$ cat src/rtl/dte20_port.sv
// dte20_port -- DTE20 front-end interface port.
//
// KL10 EBUS slave for one device select (DEV_CS). Answers CONO/CONI/DATAO/
// DATAI from the EBOX, raises a one-hot PI request, and exposes a small
// register file to the console front end. Bit numbering is DEC (bit 0 = MSB).
//
// Ports:
//   clk30        system clock, all state changes on the rising edge
//   CROBAR       synchronous active-high reset
//   ebusCS       EBUS controller select, compared against DEV_CS
//   ebusFunc     0=CONO 1=CONI 2=DATAO 3=DATAI, 4-7 ignored
//   ebusDemand   EBOX demand, held for the whole transfer
//   ebusDataIn   EBUS write data
//   ebusXfer     transfer acknowledge (high while in XFER)
//   ebusDriving  port is driving read data onto the EBUS
//   ebusDataOut  EBUS read data, 0 when not driving
//   ebusPI       one-hot PI request on channel PICH
//   feWrite      front-end write strobe
//   feAddr       front-end register address
//   feDataIn     front-end write data
//   feDataOut    front-end read data (combinational from feAddr)
//   feIntReq     interrupt to the front end (TO11DB)
module dte20_port #(
   parameter logic [0:6] DEV_CS = 7'o100
) (
   input  logic        clk30,
   input  logic        CROBAR,
   input  logic [0:6]  ebusCS,
   input  logic [0:2]  ebusFunc,
   input  logic        ebusDemand,
   input  logic [0:35] ebusDataIn,
   output logic        ebusXfer,
   output logic        ebusDriving,
   output logic [0:35] ebusDataOut,
   output logic [1:7]  ebusPI,
   input  logic        feWrite,
   input  logic [1:0]  feAddr,
   input  logic [0:35] feDataIn,
   output logic [0:35] feDataOut,
   output logic        feIntReq
);

   typedef enum logic {IDLE, XFER} state_t;
   typedef enum logic [1:0] {FN_CONO, FN_CONI, FN_DATAO, FN_DATAI} func_t;

   state_t      state, state_next;
   func_t       func_q;
   func_t       fn_req;
   logic        start;

   logic        to11db, to10db, pien;
   logic [2:0]  pich;
   logic [0:35] tofe, fromfe;
   logic [0:35] coni_word;

   logic        cono, datao;
   logic        kl_set11, kl_clr10, fe_set10, fe_clr11, fe_wr0, fe_wr2;
   logic        pi_active;

   // Functions 4-7 have ebusFunc[0]=1 and never start a transfer, so only
   // the low two bits need latching.
   assign fn_req = func_t'(ebusFunc[1:2]);

   always_ff @(posedge clk30) begin
      if (CROBAR) state <= IDLE;
      else        state <= state_next;
   end

   always_comb begin
      state_next  = state;
      start       = 1'b0;
      ebusXfer    = 1'b0;
      ebusDriving = 1'b0;
      case (state)
         IDLE: begin
            if (ebusDemand && (ebusCS == DEV_CS) && !ebusFunc[0]) begin
               start      = 1'b1;
               state_next = XFER;
            end
         end
         XFER: begin
            ebusXfer    = 1'b1;
            ebusDriving = (func_q == FN_CONI) || (func_q == FN_DATAI);
            if (!ebusDemand) state_next = IDLE;
         end
         default: state_next = IDLE;
      endcase
   end

   // Side effects fire only on the IDLE->XFER edge, so held demand acts once.
   assign cono     = start && (fn_req == FN_CONO);
   assign datao    = start && (fn_req == FN_DATAO);
   assign kl_set11 = cono && ebusDataIn[22];
   assign kl_clr10 = cono && ebusDataIn[23];
   assign fe_wr0   = feWrite && (feAddr == 2'd0);
   assign fe_wr2   = feWrite && (feAddr == 2'd2);
   assign fe_set10 = fe_wr0 && feDataIn[35];
   assign fe_clr11 = fe_wr0 && feDataIn[34];

   always_ff @(posedge clk30) begin
      if (CROBAR) begin
         func_q <= FN_CONO;
         to11db <= 1'b0;
         to10db <= 1'b0;
         pien   <= 1'b0;
         pich   <= '0;
         tofe   <= '0;
         fromfe <= '0;
      end else begin
         if (start) func_q <= fn_req;
         // Set wins over a same-cycle clear from the other side.
         to11db <= kl_set11 | (to11db & ~fe_clr11);
         to10db <= fe_set10 | (to10db & ~kl_clr10);
         if (cono && ebusDataIn[31]) begin
            pien <= ebusDataIn[32];
            pich <= ebusDataIn[33:35];
         end
         if (datao)  tofe   <= ebusDataIn;
         if (fe_wr2) fromfe <= feDataIn;
      end
   end

   always_comb begin
      coni_word        = '0;
      coni_word[22]    = to11db;
      coni_word[23]    = to10db;
      coni_word[32]    = pien;
      coni_word[33:35] = pich;
   end

   always_comb begin
      ebusDataOut = '0;
      if (ebusDriving) ebusDataOut = (func_q == FN_CONI) ? coni_word : fromfe;
   end

   assign pi_active = to10db && pien && (pich != 3'd0);

   always_comb begin
      ebusPI = '0;
      for (int unsigned i = 1; i <= 7; i++) begin
         ebusPI[i] = pi_active && (pich == 3'(i));
      end
   end

   always_comb begin
      feDataOut = '0;
      case (feAddr)
         2'd0: begin
            feDataOut[34] = to11db;
            feDataOut[35] = to10db;
         end
         2'd1:    feDataOut = tofe;
         2'd2:    feDataOut = fromfe;
         default: feDataOut = coni_word;
      endcase
   end

   assign feIntReq = to11db;

endmodule

$ cat config.mk
export PLATFORM = sky130hd
export DESIGN_NAME = dte20_port
export DESIGN_NICKNAME = d
export VERILOG_FILES = /design/src/rtl/dte20_port.sv
export SDC_FILE = /design/constraint.sdc
export NUM_CORES = 1
export LEC_CHECK = 0
export ABC_AREA = 1
export ABC_CLOCK_PERIOD_IN_PS = 1500
export BUFFER_PORTS_ARGS = -buffer_cell sky130_fd_sc_hd__buf_2
export CAP_MARGIN = 20
export CORE_MARGIN = 4
export CORE_UTILIZATION = 47
export CTS_CLUSTER_DIAMETER = 60
export DETAILED_ROUTE_END_ITERATION = 6
export PLACE_DENSITY = 0.82
export SLEW_MARGIN = 20
export SYNTH_ARGS = -nofsm -noshare
export SYNTH_HDL_FRONTEND = slang
export SYNTH_SLANG_ARGS = --single-unit
$ cat constraint.sdc
create_clock -name clk30 -period 1.5 [get_ports clk30]
set_input_delay 0.075 -clock clk30 [delete_from_list [all_inputs] [get_ports clk30]]
set_output_delay 0.075 -clock clk30 [all_outputs]
set_load 0.02 [all_outputs]
# Yosys cells after proc, flatten, opt, wreduce, memory -nomap -nowiden

Index checks and enable logic that the tools add are counted.

Flip-flop bits (word level): 81
Input port bits: 88
Output and inout bits: 82
Word-level logic and storage cells: 63

Equal/unequal tests: 13
Muxes and demuxes: 10
Bitwise operators: 7
Reduce and logical (&&, ||, !) cells: 25

Operator list:

| cell                                                                  | number |
|---|---|
| 34-bit one-hot mux with 3 select lines                                | 1 |
| 36-bit two-way mux                                                    | 2 |
| 1-bit logical AND                                                     | 20 |
| 3-bit equality test, second input constant                            | 4 |
| 7-bit equality test, second input constant                            | 1 |
| 2-bit equality test, second input constant                            | 3 |
| 3-bit by 2-bit equality test with 1-bit output, second input constant | 2 |
| 2-bit one-hot mux with 3 select lines                                 | 1 |
| 1-bit two-way mux                                                     | 5 |
| 2-bit by 1-bit equality test with 1-bit output, second input constant | 2 |
| 2-bit zero test                                                       | 2 |
| 3-bit by 1-bit equality test with 1-bit output, second input constant | 1 |
| 1-bit NOT                                                             | 3 |
| 3-bit nonzero test                                                    | 1 |
| 1-bit AND                                                             | 2 |
| 1-bit bitwise OR                                                      | 2 |
| 1-bit one-hot mux with 2 select lines                                 | 1 |
| 1-bit zero test                                                       | 1 |
| 1-bit logical OR                                                      | 1 |

# Depth between registers and ports, before layout

Gate-level depths: netlist of the first run.

Word-level depth: 10
Gate-level depth with buffers: 8
Depth with buffers taken out: 7

# Least setup slack after synthesis of the first run

OpenSTA, ideal clock, no wires.

Path kind: register -> output
Start: register state
End: output ebusDataOut[0] (netlist name)
Arrival time: 1.371 ns
Slack: 0.054 ns
Cell stages (with the launch flop): 6
Path buffers: 1
Cell sequence: dfxtp_1 nand2_1 inv_1 nand2_1 clkbuf_1 nor2_1

Longest elaborated chain between the ends: 2

Ends and longest elaborated chain:

| element                | line | RTL |
|---|---|---|
| start, declared        | 46   | `state_t state, state_next;` |
| start signal, assigned | 66   | `else state <= state_next;` |
| 1-bit two-way mux      | 74   | `case (state)` |
| named net ebusDriving  | 33   | `output logic ebusDriving,` |
| 36-bit two-way mux     | 133  | `if (ebusDriving) ebusDataOut = (func_q == FN_CONI) ? coni_word : fromfe;` |
| end, declared          | 34   | `output logic [0:35] ebusDataOut,` |

The timed path passes the listed nets, and every way through them passes these cells.

# Worst setup path in the final report of the first run

Start: register state
End: output ebusDataOut[32] (netlist name)

Longest elaborated chain between the ends: 2

Ends and longest elaborated chain:

| element            | line |
|---|---|
| 1-bit two-way mux  | 74 |
| 36-bit two-way mux | 133 |

No other way between the ends.

==> results.sh, run 1 <==
export IMPL_status="finished clean"
export IMPL_std_cell_rows=32
export IMPL_tightest_slew_ns=0.3465
export IMPL_grt_max_degree=61
export IMPL_endpoint_kind="output port"
export IMPL_grt_antenna_before_repair=0
export IMPL_ys_seq_elements=81
export IMPL_power_leakage_uw=0.002777
export IMPL_htree_num_levels=3
export IMPL_cts_tree="built"
export IMPL_num_vias=4458
export IMPL_start_kind="flop"
export IMPL_syn_to_final_growth_pct=47.31
export IMPL_stdcell_area_mm2=0.005517
export IMPL_cts_made_buffers=9
export IMPL_fmax_ghz=0.6707
export IMPL_worstPathCellList="nand2_1, inv_2, buf_4, o21ai_0, a21oi_1, buf_4"
export IMPL_detail_route_iter0_violations=262
export IMPL_coreArea_mm2=0.007727
export IMPL_synth_mux_area_frac=0
export IMPL_drv_cap=0
export IMPL_drtAntennaViolNets=0
export IMPL_synth_top_family_by_area="simple AND/OR/NAND/NOR gates"
export IMPL_crit_fanout=7
export IMPL_hold_viol=0
export IMPL_start_util=0.4846
export IMPL_total_power_uw=4614
export IMPL_fillers=623
export IMPL_synth_distinct_cells=20
export IMPL_max_clock_path_buffers=2
export IMPL_clkLatencyLatePin_ns=0.35
export IMPL_max_vdd_ir_drop_mv=0.4547
export IMPL_yosys_warnings=0
export IMPL_area_sequential_mm2=0.001638
export IMPL_ys_seq_area_frac=0.4330
export IMPL_grt_pass1_wl_mm=19.09
export IMPL_place_gp_congestion=0.9062
export IMPL_io_pins=170
export IMPL_route_detailed_wl_per_inst_um=13.83
export IMPL_fp_dieW_um=97.26
export IMPL_die_area_mm2=0.009460
export IMPL_synth_area_mm2=0.003745
export IMPL_power_density_mw_per_mm2=836.4
export IMPL_fin_crit_sh=0.9940
export IMPL_synth_nets=654
export IMPL_yosys_area_share_simple=0.2513
export IMPL_crit_path_frequent_cell="buf_4"
export IMPL_io_buffer_count=169
export IMPL_finalSetupViolations=0
export IMPL_grt_pass1_vias=4294
export IMPL_wirelength_mm=12.10
export IMPL_clock_skew_ns=0.01074
export IMPL_nets=857
export IMPL_min_period_ns=1.491
export IMPL_postPlaceCellArea_mm2=0.004712
export IMPL_cp_arrival_ns=1.42
export IMPL_synthAdderAreaFrac=0
export IMPL_vias_per_cell=5.095
export IMPL_hold_class="in2reg"
export IMPL_rsz0062_at_grt="true"
export IMPL_cts_sinks=81
export IMPL_clk_pin_slew_worst_paths_ns=0.07
export IMPL_antenna_cells=0
export IMPL_synth_compound_area_share=0.1894
export IMPL_grt_usage=0.2400
export IMPL_grt_overflow=0
export IMPL_die_h_um=97.26
export IMPL_cp_required_ns=1.42
export IMPL_synth_xor_area_frac=0
export IMPL_drt_first_pass_iters=5
export IMPL_critPathMaxStageDelay_ns=0.34
export IMPL_slowest_stage="dfxtp_2"
export IMPL_synthCells=566
export IMPL_drc_errors=0
export IMPL_avgSynthCellArea_um2=6.616
export IMPL_maxSlewHeadroom=0.7690
export IMPL_layout_drive_gt1_share=0.3053
export IMPL_final_max_slew_viol_count=0
export IMPL_critPathKind="reg2out"
export IMPL_root_buffer="clkbuf_8"
export IMPL_dp_hpwl_mm=7.941
export IMPL_multi_input_area_mm2=0.001734
-- state kept, by name, summed over array words and instances, names as in the netlist --
name / flops
feIntReq: 1
fromfe: 36
func_q: 2
pich: 3
pien: 1
state: 1
to10db: 1
tofe: 36
-- cells in the final DEF, fill, tap and decap left out, types with 4 or more instances in the layout --
cell type        n
a21oi_1         47
buf_12           4
buf_2          151
buf_4           31
clkbuf_8        10
dfxtp_1         74
dfxtp_2          4
dlygate4sd3_1   34
inv_1           80
inv_2            5
nand2_1        101
nand3_1          4
nor2_1         112
nor2_2           7
o21ai_0         42
o221ai_1         4
o22ai_1         30
-- synthesized netlist by cell type --
library cell  instances  area (um^2)
a21oi_1              49        245.2
a31oi_1               1        6.260
buf_2                 3        15.01
buf_6                 4        45.04
clkbuf_1             25        93.84
dfxtp_1              81         1622
inv_1                85        319.1
nand2_1             102        382.9
nand3_1               5        25.02
nand4_1               3        18.77
nand4_4               1        21.27
nor2_1              118        442.9
nor2_2                1        6.260
nor2_4                1        11.26
nor3_1                4        20.02
o21ai_0              47        235.2
o221ai_1              4        35.03
o22ai_1              30        187.7
or2_1                 1        6.260
or2_2                 1        6.260
-- cells by family after synthesis --
kind of cell	after synthesis
AO/OA/AOI/OAI	131
buffers and inverters	117
flip-flops	81
AND/OR/NAND/NOR	237
-- power by group --
part / total [uW] / leakage (uW) / internal [uW] / switching, uW
Combinational: 494 / 0.00199 / 222 / 271
Sequential: 2210 / 0.000661 / 2190 / 14.6
Clock: 1910 / 0.000122 / 1140 / 768
Total: 4610 / 0.00278 / 3560 / 1050
-- layer usage --
| layer | global-route usage | share of wire | up-vias |
|---|---|---|---|
| met5 | 0 | 0 | - |
| met4 | 0.1203 | 0.038 | 0 |
| met3 | 0.04307 | 0.072 | 42 |
| met2 | 0.4172 | 0.50 | 218 |
| met1 | 0.2831 | 0.39 | 2013 |
| li1 | - | - | 2185 |
-- stage by stage --
step	std cells	hold WS [ns]	util	setup TNS, ns	worst slack (ns)
floorplan	566	0.1441	-	0	0.05412
global placement	819	0.2996	0.6098	0	0.1394
detailed placement	819	0.3018	0.6098	0	0.08753
CTS	868	0.001335	0.6890	0	0.003217
global route	875	0.006496	0.7139	-0.4437	-0.07331
finish	875	0.009578	0.7139	0	0.008967
-- area by class of cell --
cell class / instances / area share
Inverter: 85 / 0.05784
Clock buffer: 10 / 0.02495
Timing Repair Buffer: 223 / 0.2640
Clock inverter: 5 / 0.01883
Sequential cell: 81 / 0.2969
Tap cell: 102 / 0.02313
Multi-Input combinational cell: 369 / 0.3144
-- critical path: cells and delay by family (launching register included) --
family	cells	cell delay [ns]
DFF	1	0.34
buffers and inverters	3	0.42
AOI/OAI and AO/OA	2	0.25
and+or+nand+nor	1	0.07
-- timing repair --
item / in CTS / in global routing
cloned: 0 / 3
hold buffers: 34 / 0
setup endpoints to repair: 35 / 42
hold endpoints to repair: 37 / 0
gates resized for setup: 13 / 47
buffers inserted: 0 / 4
pin swaps: 0 / 4
-- final timing paths --
kind / startpoint / end / slack (ns) / depth (start not counted)
worst max-delay path: state / ebusDataOut[32] / 0.009 / 6
worst min-delay path: ebusDataIn[18] / tofe[18] / 0.01 / 3
worst max register to register: state / tofe[35] / 0.13 / 7
worst min register to register: fromfe[3] / fromfe[3] / 0.49 / 2
No activity file was read; power rests on OpenSTA's default activity.
==> run 2, diff against run 1 <==
--- a/config.mk
+++ b/config.mk
@@ -6,14 +6,14 @@
 export NUM_CORES = 1
 export LEC_CHECK = 0
 export ABC_AREA = 1
-export ABC_CLOCK_PERIOD_IN_PS = 1500
+export ABC_CLOCK_PERIOD_IN_PS = 1200
 export BUFFER_PORTS_ARGS = -buffer_cell sky130_fd_sc_hd__buf_2
 export CAP_MARGIN = 20
 export CORE_MARGIN = 4
-export CORE_UTILIZATION = 47
+export CORE_UTILIZATION = 42
 export CTS_CLUSTER_DIAMETER = 60
 export DETAILED_ROUTE_END_ITERATION = 6
-export PLACE_DENSITY = 0.82
+export PLACE_DENSITY = 0.78
 export SLEW_MARGIN = 20
 export SYNTH_ARGS = -nofsm -noshare
 export SYNTH_HDL_FRONTEND = slang
==> constraint.sdc (replaced) <==
create_clock -name clk30 -period 1.2 [get_ports clk30]
set_input_delay 0.06 -clock clk30 [delete_from_list [all_inputs] [get_ports clk30]]
set_output_delay 0.06 -clock clk30 [all_outputs]
set_load 0.02 [all_outputs]
==> run 2 against run 1 <==
  * The flow now finishes with violations (negative setup slack)
  * Clock-buffer cell count rose by 1
  * Routed wire length rose by 32%
  * Sequential share of layout area fell by 6.5 points
  * Worst hold slack improved by 0.00068 ns
  * Cell count rose by 5.3%
  * Combinational power rose by 68%
  * Total power rose by 19%
  * Design area rose by 29%
  * Critical path type unchanged
  * Critical endpoint is now ebusDataOut[34]
  * Largest power group unchanged
  * Highest routed layer unchanged
==> results.sh, run 2 (synthesized netlist as in run 1, its figures left out) <==
export IMPL_io_buffer_count=169
export IMPL_setup_tns_ns=-19.40
export IMPL_clkLatencyLatePin_ns=0.34
export IMPL_std_cell_rows=34
export IMPL_status="finished, violations left"
export IMPL_hold_slack_ns=0.01026
export IMPL_stdcell_area_mm2=0.007104
export IMPL_start_util=0.4315
export IMPL_worstPathCellList="buf_6, nand2_4, inv_4, buf_8, o21ai_2, a21oi_2, buf_4"
export IMPL_cts_tree="built"
export IMPL_nets=895
export IMPL_min_period_ns=1.512
export IMPL_start_kind="flop"
export IMPL_hold_class="in2reg"
export IMPL_failed_checks="negative setup slack"
export IMPL_drt_first_pass_iters=5
export IMPL_cts_sinks=81
export IMPL_critPathKind="reg2out"
export IMPL_htree_num_levels=3
export IMPL_r2r_worst_path_cells=7
export IMPL_cts_made_buffers=9
export IMPL_grt_pass1_vias=4717
export IMPL_utilization=0.8186
export IMPL_fin_crit_sh=1.260
export IMPL_r2r_setup_slack_ns=-0.31
export IMPL_swShare=0.2625
export IMPL_grt_pass1_wl_mm=22.19
export IMPL_mostFrequentLayoutCells="94 x buf_2, 73 x inv_1, 70 x dfxtp_1"
export IMPL_endpoint_kind="output port"
export IMPL_hp_start="feDataIn[15]"
export IMPL_critPathMaxStageDelay_ns=0.35
export IMPL_r2r_start="state"
export IMPL_layout_drive_gt1_share=0.4901
export IMPL_rsz0062_at_grt="true"
export IMPL_comb_power_share=0.150
export IMPL_total_power_uw=5509
export IMPL_postPlaceCellArea_mm2=0.005146
export IMPL_power_leakage_uw=0.003145
export IMPL_crit_fanout=7
export IMPL_wirelength_mm=16.03
export IMPL_grt_max_degree=48
export IMPL_syn_to_final_growth_pct=89.71
export IMPL_io_pins=170
export IMPL_coreArea_mm2=0.008678
export IMPL_die_area_mm2=0.01049
export IMPL_mostFrequentLayoutCell="buf_2"
export IMPL_p_int_uw=4063
export IMPL_min_to="fromfe[15]"
export IMPL_maxSlewHeadroom=0.6571
export IMPL_root_buffer="clkbuf_8"
export IMPL_power_density_mw_per_mm2=775.4
export IMPL_vias_per_cell=5.218
export IMPL_finalSetupViolations=93
export IMPL_drtAntennaViolNets=0
export IMPL_timing_final_ws_setup_ns=-0.3120
export IMPL_max_vdd_ir_drop_mv=0.7638
export IMPL_fp_dieW_um=102.4
export IMPL_fmax_ghz=0.6614
export IMPL_max_clock_path_buffers=2
export IMPL_clock_skew_ns=0.01052
export IMPL_num_vias=4806
export IMPL_clk_pin_slew_worst_paths_ns=0.09
export IMPL_tightest_slew_ns=0.5125
export IMPL_die_h_um=102.4
export IMPL_drc_errors=0
export IMPL_r2r_end="tofe[26]"
export IMPL_hold_viol=0
export IMPL_p_seq_frac=0.501
export IMPL_fillers=497
export IMPL_biggestRegsByFlops="fromfe x36, tofe x36, pich x3"
export IMPL_place_gp_congestion=0.8920
export IMPL_clkPwrFrac=0.349
export IMPL_holdPathStages=3
export IMPL_switching_power_uw=1446
export IMPL_grt_usage=0.2674
export IMPL_detail_route_iter0_violations=332
export IMPL_grt_antenna_before_repair=0
export IMPL_dp_hpwl_mm=8.534
export IMPL_route_detailed_wl_per_inst_um=17.40
export IMPL_final_max_slew_viol_count=0
export IMPL_cp_required_ns=1.14
export IMPL_cp_arrival_ns=1.45
export IMPL_drv_cap=0
export IMPL_slowest_stage="dfxtp_4"
export IMPL_grt_overflow=0
-- run 2: cell count changes in the layout (fill, tap and decap cells not counted), sizes merged --
cell / delta
buf: +30
dlygate4sd3: +6
bufinv: -2
clkbuf: +2
bufbuf: +1
clkinv: +1
clkinvlp: +1
diode: +1
-- run 2: cell type report --
class                      count  area (um^2)  share of cell area
multi-input combinational    369         2444              0.3440
timing repair buffer         261         2361              0.3323
sequential                    81         1650              0.2323
inverter                      85        324.1             0.04561
tap                          108        135.1             0.01902
clock buffer                  11        131.4             0.01849
clock inverter                 5        56.30            0.007925
antenna                        1        2.502           0.0003522
-- run 2: repair_timing --
item	in CTS	in global routing
gates cloned	9	2
gates resized for setup	180	129
endpoints found under the hold margin	42	1
endpoints found under the setup margin	91	134
setup buffers	12	7
hold buffers	39	1
pin swaps	14	27
-- run 2: stage by stage --
stage | instances | setup WS [ns]
after floorplan | 566 | -0.1458
after global placement | 837 | -0.1183
after detailed placement | 837 | -0.1554
after CTS | 912 | -0.2876
after global routing | 920 | -0.3880
final | 921 | -0.3120
-- run 2: worst max path at each step --
stage | endpoint | startpoint | slack [ns]
2_1_floorplan | tofe[0] | state | -0.15
3_3_place_gp | tofe[0] | state | -0.12
3_5_place_dp | tofe[1] | state | -0.16
4_1_cts | ebusDataOut[8] | state | -0.29
5_1_grt | tofe[26] | state | -0.39
6_report | ebusDataOut[34] | state | -0.31
-- run 2: routing by layer --
metal / up-vias / share of wire / routed length (um) / track usage
li1: 2275 / - / - / -
met1: 2217 / 0.35 / 5615 / 0.3076
met2: 252 / 0.54 / 8592 / 0.4816
met3: 62 / 0.068 / 1083 / 0.04573
met4: 0 / 0.046 / 735 / 0.1191
met5: - / 0 / 0 / 0
-- run 2: worst max-delay path, delay by kind of cell, from the launching register on --
kind	cells	cell delay [ns]
buf+inv	4	0.50
flops	1	0.35
simple gates	1	0.05
compound gates	2	0.22
-- run 2: power by group through the flow --
stage	Combinational, uW	Sequential, uW	Clock [uW]
2_1_floorplan	287	2820	0
3_3_place_gp	561	2830	0
3_5_place_dp	572	2830	0
4_1_cts	701	2760	1970
5_1_grt	881	2760	2060
6_report	828	2760	1920
==> run 3, diff against run 2 <==
--- a/config.mk
+++ b/config.mk
@@ -14,7 +14,7 @@
 export CTS_CLUSTER_DIAMETER = 60
 export DETAILED_ROUTE_END_ITERATION = 6
 export PLACE_DENSITY = 0.78
-export SLEW_MARGIN = 20
+export SKIP_LAST_GASP = 1
 export SYNTH_ARGS = -nofsm -noshare
 export SYNTH_HDL_FRONTEND = slang
 export SYNTH_SLANG_ARGS = --single-unit
==> run 3 against run 2 <==
  * The run still ends with negative setup slack left
  * Worst hold slack better by 0.0073 ns
  * Cell count is 0.11% lower
  * Flip-flop and latch count stayed put
  * Total power is 0.12% lower
  * Clock-buffer cell count stayed put
  * Combinational power is 0.5% lower
  * Core utilization is 0.69 points lower
  * Clock power hardly changed
  * Setup slack worse by 0.020 ns
  * Critical endpoint is now pich[0]
  * Highest routed layer unchanged
  * Sequential share of layout area is 0.20 points higher
  * Die area stayed put
  * Routed wire length is 0.21% higher
==> results.sh, run 3 (synthesized netlist as in run 1, its figures left out) <==
export IMPL_status="finished, violations left"
export IMPL_failed_checks="negative setup slack"
export IMPL_wirelength_mm=16.06
export IMPL_grt_pass1_wl_mm=22.14
export IMPL_max_clock_path_buffers=2
export IMPL_min_to="fromfe[15]"
export IMPL_cp_arrival_ns=1.80
export IMPL_clkPwrFrac=0.349
export IMPL_r2r_worst_path_cells=9
export IMPL_r2r_setup_slack_ns=-0.33
export IMPL_r2r_start="state"
export IMPL_multi_input_area_mm2=0.002387
export IMPL_start_kind="flop"
export IMPL_syn_to_final_growth_pct=88.11
export IMPL_route_detailed_wl_per_inst_um=17.46
export IMPL_start_util=0.4315
export IMPL_cts_tree="built"
export IMPL_biggestRegsByFlops="fromfe x36, tofe x36, pich x3"
export IMPL_clock_skew_ns=0.01043
export IMPL_grt_pass1_vias=4706
export IMPL_mostFrequentLayoutCell="buf_2"
export IMPL_grt_max_degree=48
export IMPL_comb_power_share=0.150
export IMPL_hold_class="in2reg"
export IMPL_num_vias=4865
export IMPL_fin_crit_sh=1.277
export IMPL_post_place_cells=837
export IMPL_grt_antenna_before_repair=1
export IMPL_place_gp_congestion=0.8920
export IMPL_grt_usage=0.2661
export IMPL_cp_required_ns=1.46
export IMPL_io_pins=170
export IMPL_critPathKind="reg2reg"
export IMPL_switching_power_uw=1437
export IMPL_crit_fanout=8
export IMPL_die_h_um=102.4
export IMPL_area_sequential_mm2=0.001650
export IMPL_fillers=510
export IMPL_cts_sinks=81
export IMPL_io_buffer_count=169
export IMPL_mostFrequentLayoutCells="94 x buf_2, 78 x nand2_1, 75 x inv_1"
export IMPL_std_cell_rows=34
export IMPL_slowest_stage="dfxtp_4"
export IMPL_timing_final_ws_setup_ns=-0.3318
export IMPL_worstPathCellList="or2_4, nor2_4, buf_4, buf_6, nand4_1, buf_6, nand2_1, nand2_1, nor2_1"
export IMPL_detail_route_iter0_violations=283
export IMPL_final_instance_count_excl_fill=920
export IMPL_holdPathStages=3
export IMPL_drtAntennaViolNets=0
export IMPL_root_buffer="clkbuf_8"
export IMPL_nets=893
export IMPL_drt_first_pass_iters=5
export IMPL_htree_num_levels=3
export IMPL_maxSlewHeadroom=0.6469
export IMPL_utilization=0.8117
export IMPL_fp_dieW_um=102.4
export IMPL_finalSetupViolations=95
export IMPL_power_density_mw_per_mm2=781.1
export IMPL_total_power_uw=5502
export IMPL_setup_tns_ns=-19.91
export IMPL_max_vdd_ir_drop_mv=0.7625
export IMPL_tightest_slew_ns=0.5277
export IMPL_layout_drive_gt1_share=0.4679
export IMPL_clk_pin_slew_worst_paths_ns=0.08
export IMPL_vias_per_cell=5.288
export IMPL_hp_start="feDataIn[15]"
export IMPL_clkLatencyLatePin_ns=0.33
export IMPL_swShare=0.2612
export IMPL_cts_made_buffers=9
export IMPL_drc_errors=0
export IMPL_critPathMaxStageDelay_ns=0.35
export IMPL_drv_cap=0
export IMPL_endpoint_kind="flop"
export IMPL_die_area_mm2=0.01049
export IMPL_power_leakage_uw=0.003145
export IMPL_min_period_ns=1.532
export IMPL_grt_overflow=0
export IMPL_rsz0062_at_grt="true"
export IMPL_hold_viol=0
export IMPL_p_seq_frac=0.501
export IMPL_final_max_slew_viol_count=0
export IMPL_p_int_uw=4065
export IMPL_dp_hpwl_mm=8.534
export IMPL_r2r_end="pich[0]"
export IMPL_fmax_ghz=0.6528
export IMPL_coreArea_mm2=0.008678
run 3: changes by cell type in the layout (fill, tap and decap cells not counted), moves of 2 or more:
cell     delta
nand2_1    +10
nand2_2     -8
inv_2       -5
nor2_1      +5
buf_6       -3
inv_4       +3
nor2_2      -3
inv_1       +2
nand2_4     -2
nor2_4      -2
run 3: metal layers:
layer  vias to the layer above  GRT usage  wire length (um)
li1                       2273          -                 -
met1                      2233     0.3047              5721
met2                       294     0.4806              8408
met3                        65    0.04505              1199
met4                         0     0.1201               730
met5                         -          0                 0
run 3: layout make-up:
type                    instances  share of cell area
flip-flops and latches         81              0.2343
repair buffers                259              0.3332
diodes                          2           0.0007105
inverters                      85             0.04707
clock buffers                  11             0.01865
clock inverters                 5            0.007993
multi-input cells             369              0.3389
well taps                     108             0.01918
run 3: worst max-delay path, delay by kind of cell, from the launching register on:
kind | cells | cell delay [ns]
simple gates | 6 | 0.73
buf+inv | 3 | 0.38
flops | 1 | 0.35
run 3: worst max path at each step:
stage                     startpoint        endpoint  depth (start not counted)
after floorplan                state         tofe[0]                          6
after global placement         state         tofe[0]                          6
after detailed placement       state         tofe[1]                          6
after CTS                      state  ebusDataOut[8]                          7
after global routing           state         pich[0]                          9
final                          state         pich[0]                          9
run 3: timing repair:
| item | CTS | global route |
|---|---|---|
| resized for setup | 164 | 123 |
| endpoints found under the setup margin | 91 | 138 |
| hold buffers | 39 | 1 |
| gates cloned | 9 | 2 |
| pin swaps | 13 | 27 |
| hold endpoints to repair | 42 | 1 |
| buffers inserted | 12 | 4 |
run 3: power by group through the flow:
stage	logic (uW)	clock network [uW]	registers, uW
final	824	1920	2760
after floorplan	287	0	2820
after detailed placement	572	0	2830
after global placement	561	0	2830
after global routing	877	2070	2760
after CTS	696	1970	2760
run 3: through the flow:
step	instance area, um^2	hold slack (ns)	setup WS (ns)
after CTS	6496	0.0005087	-0.2876
after global routing	7042	0.004308	-0.3969
after floorplan	4030	0.1194	-0.1458
after detailed placement	5146	0.2889	-0.1554
final	7044	0.01761	-0.3318
after global placement	5146	0.2828	-0.1183
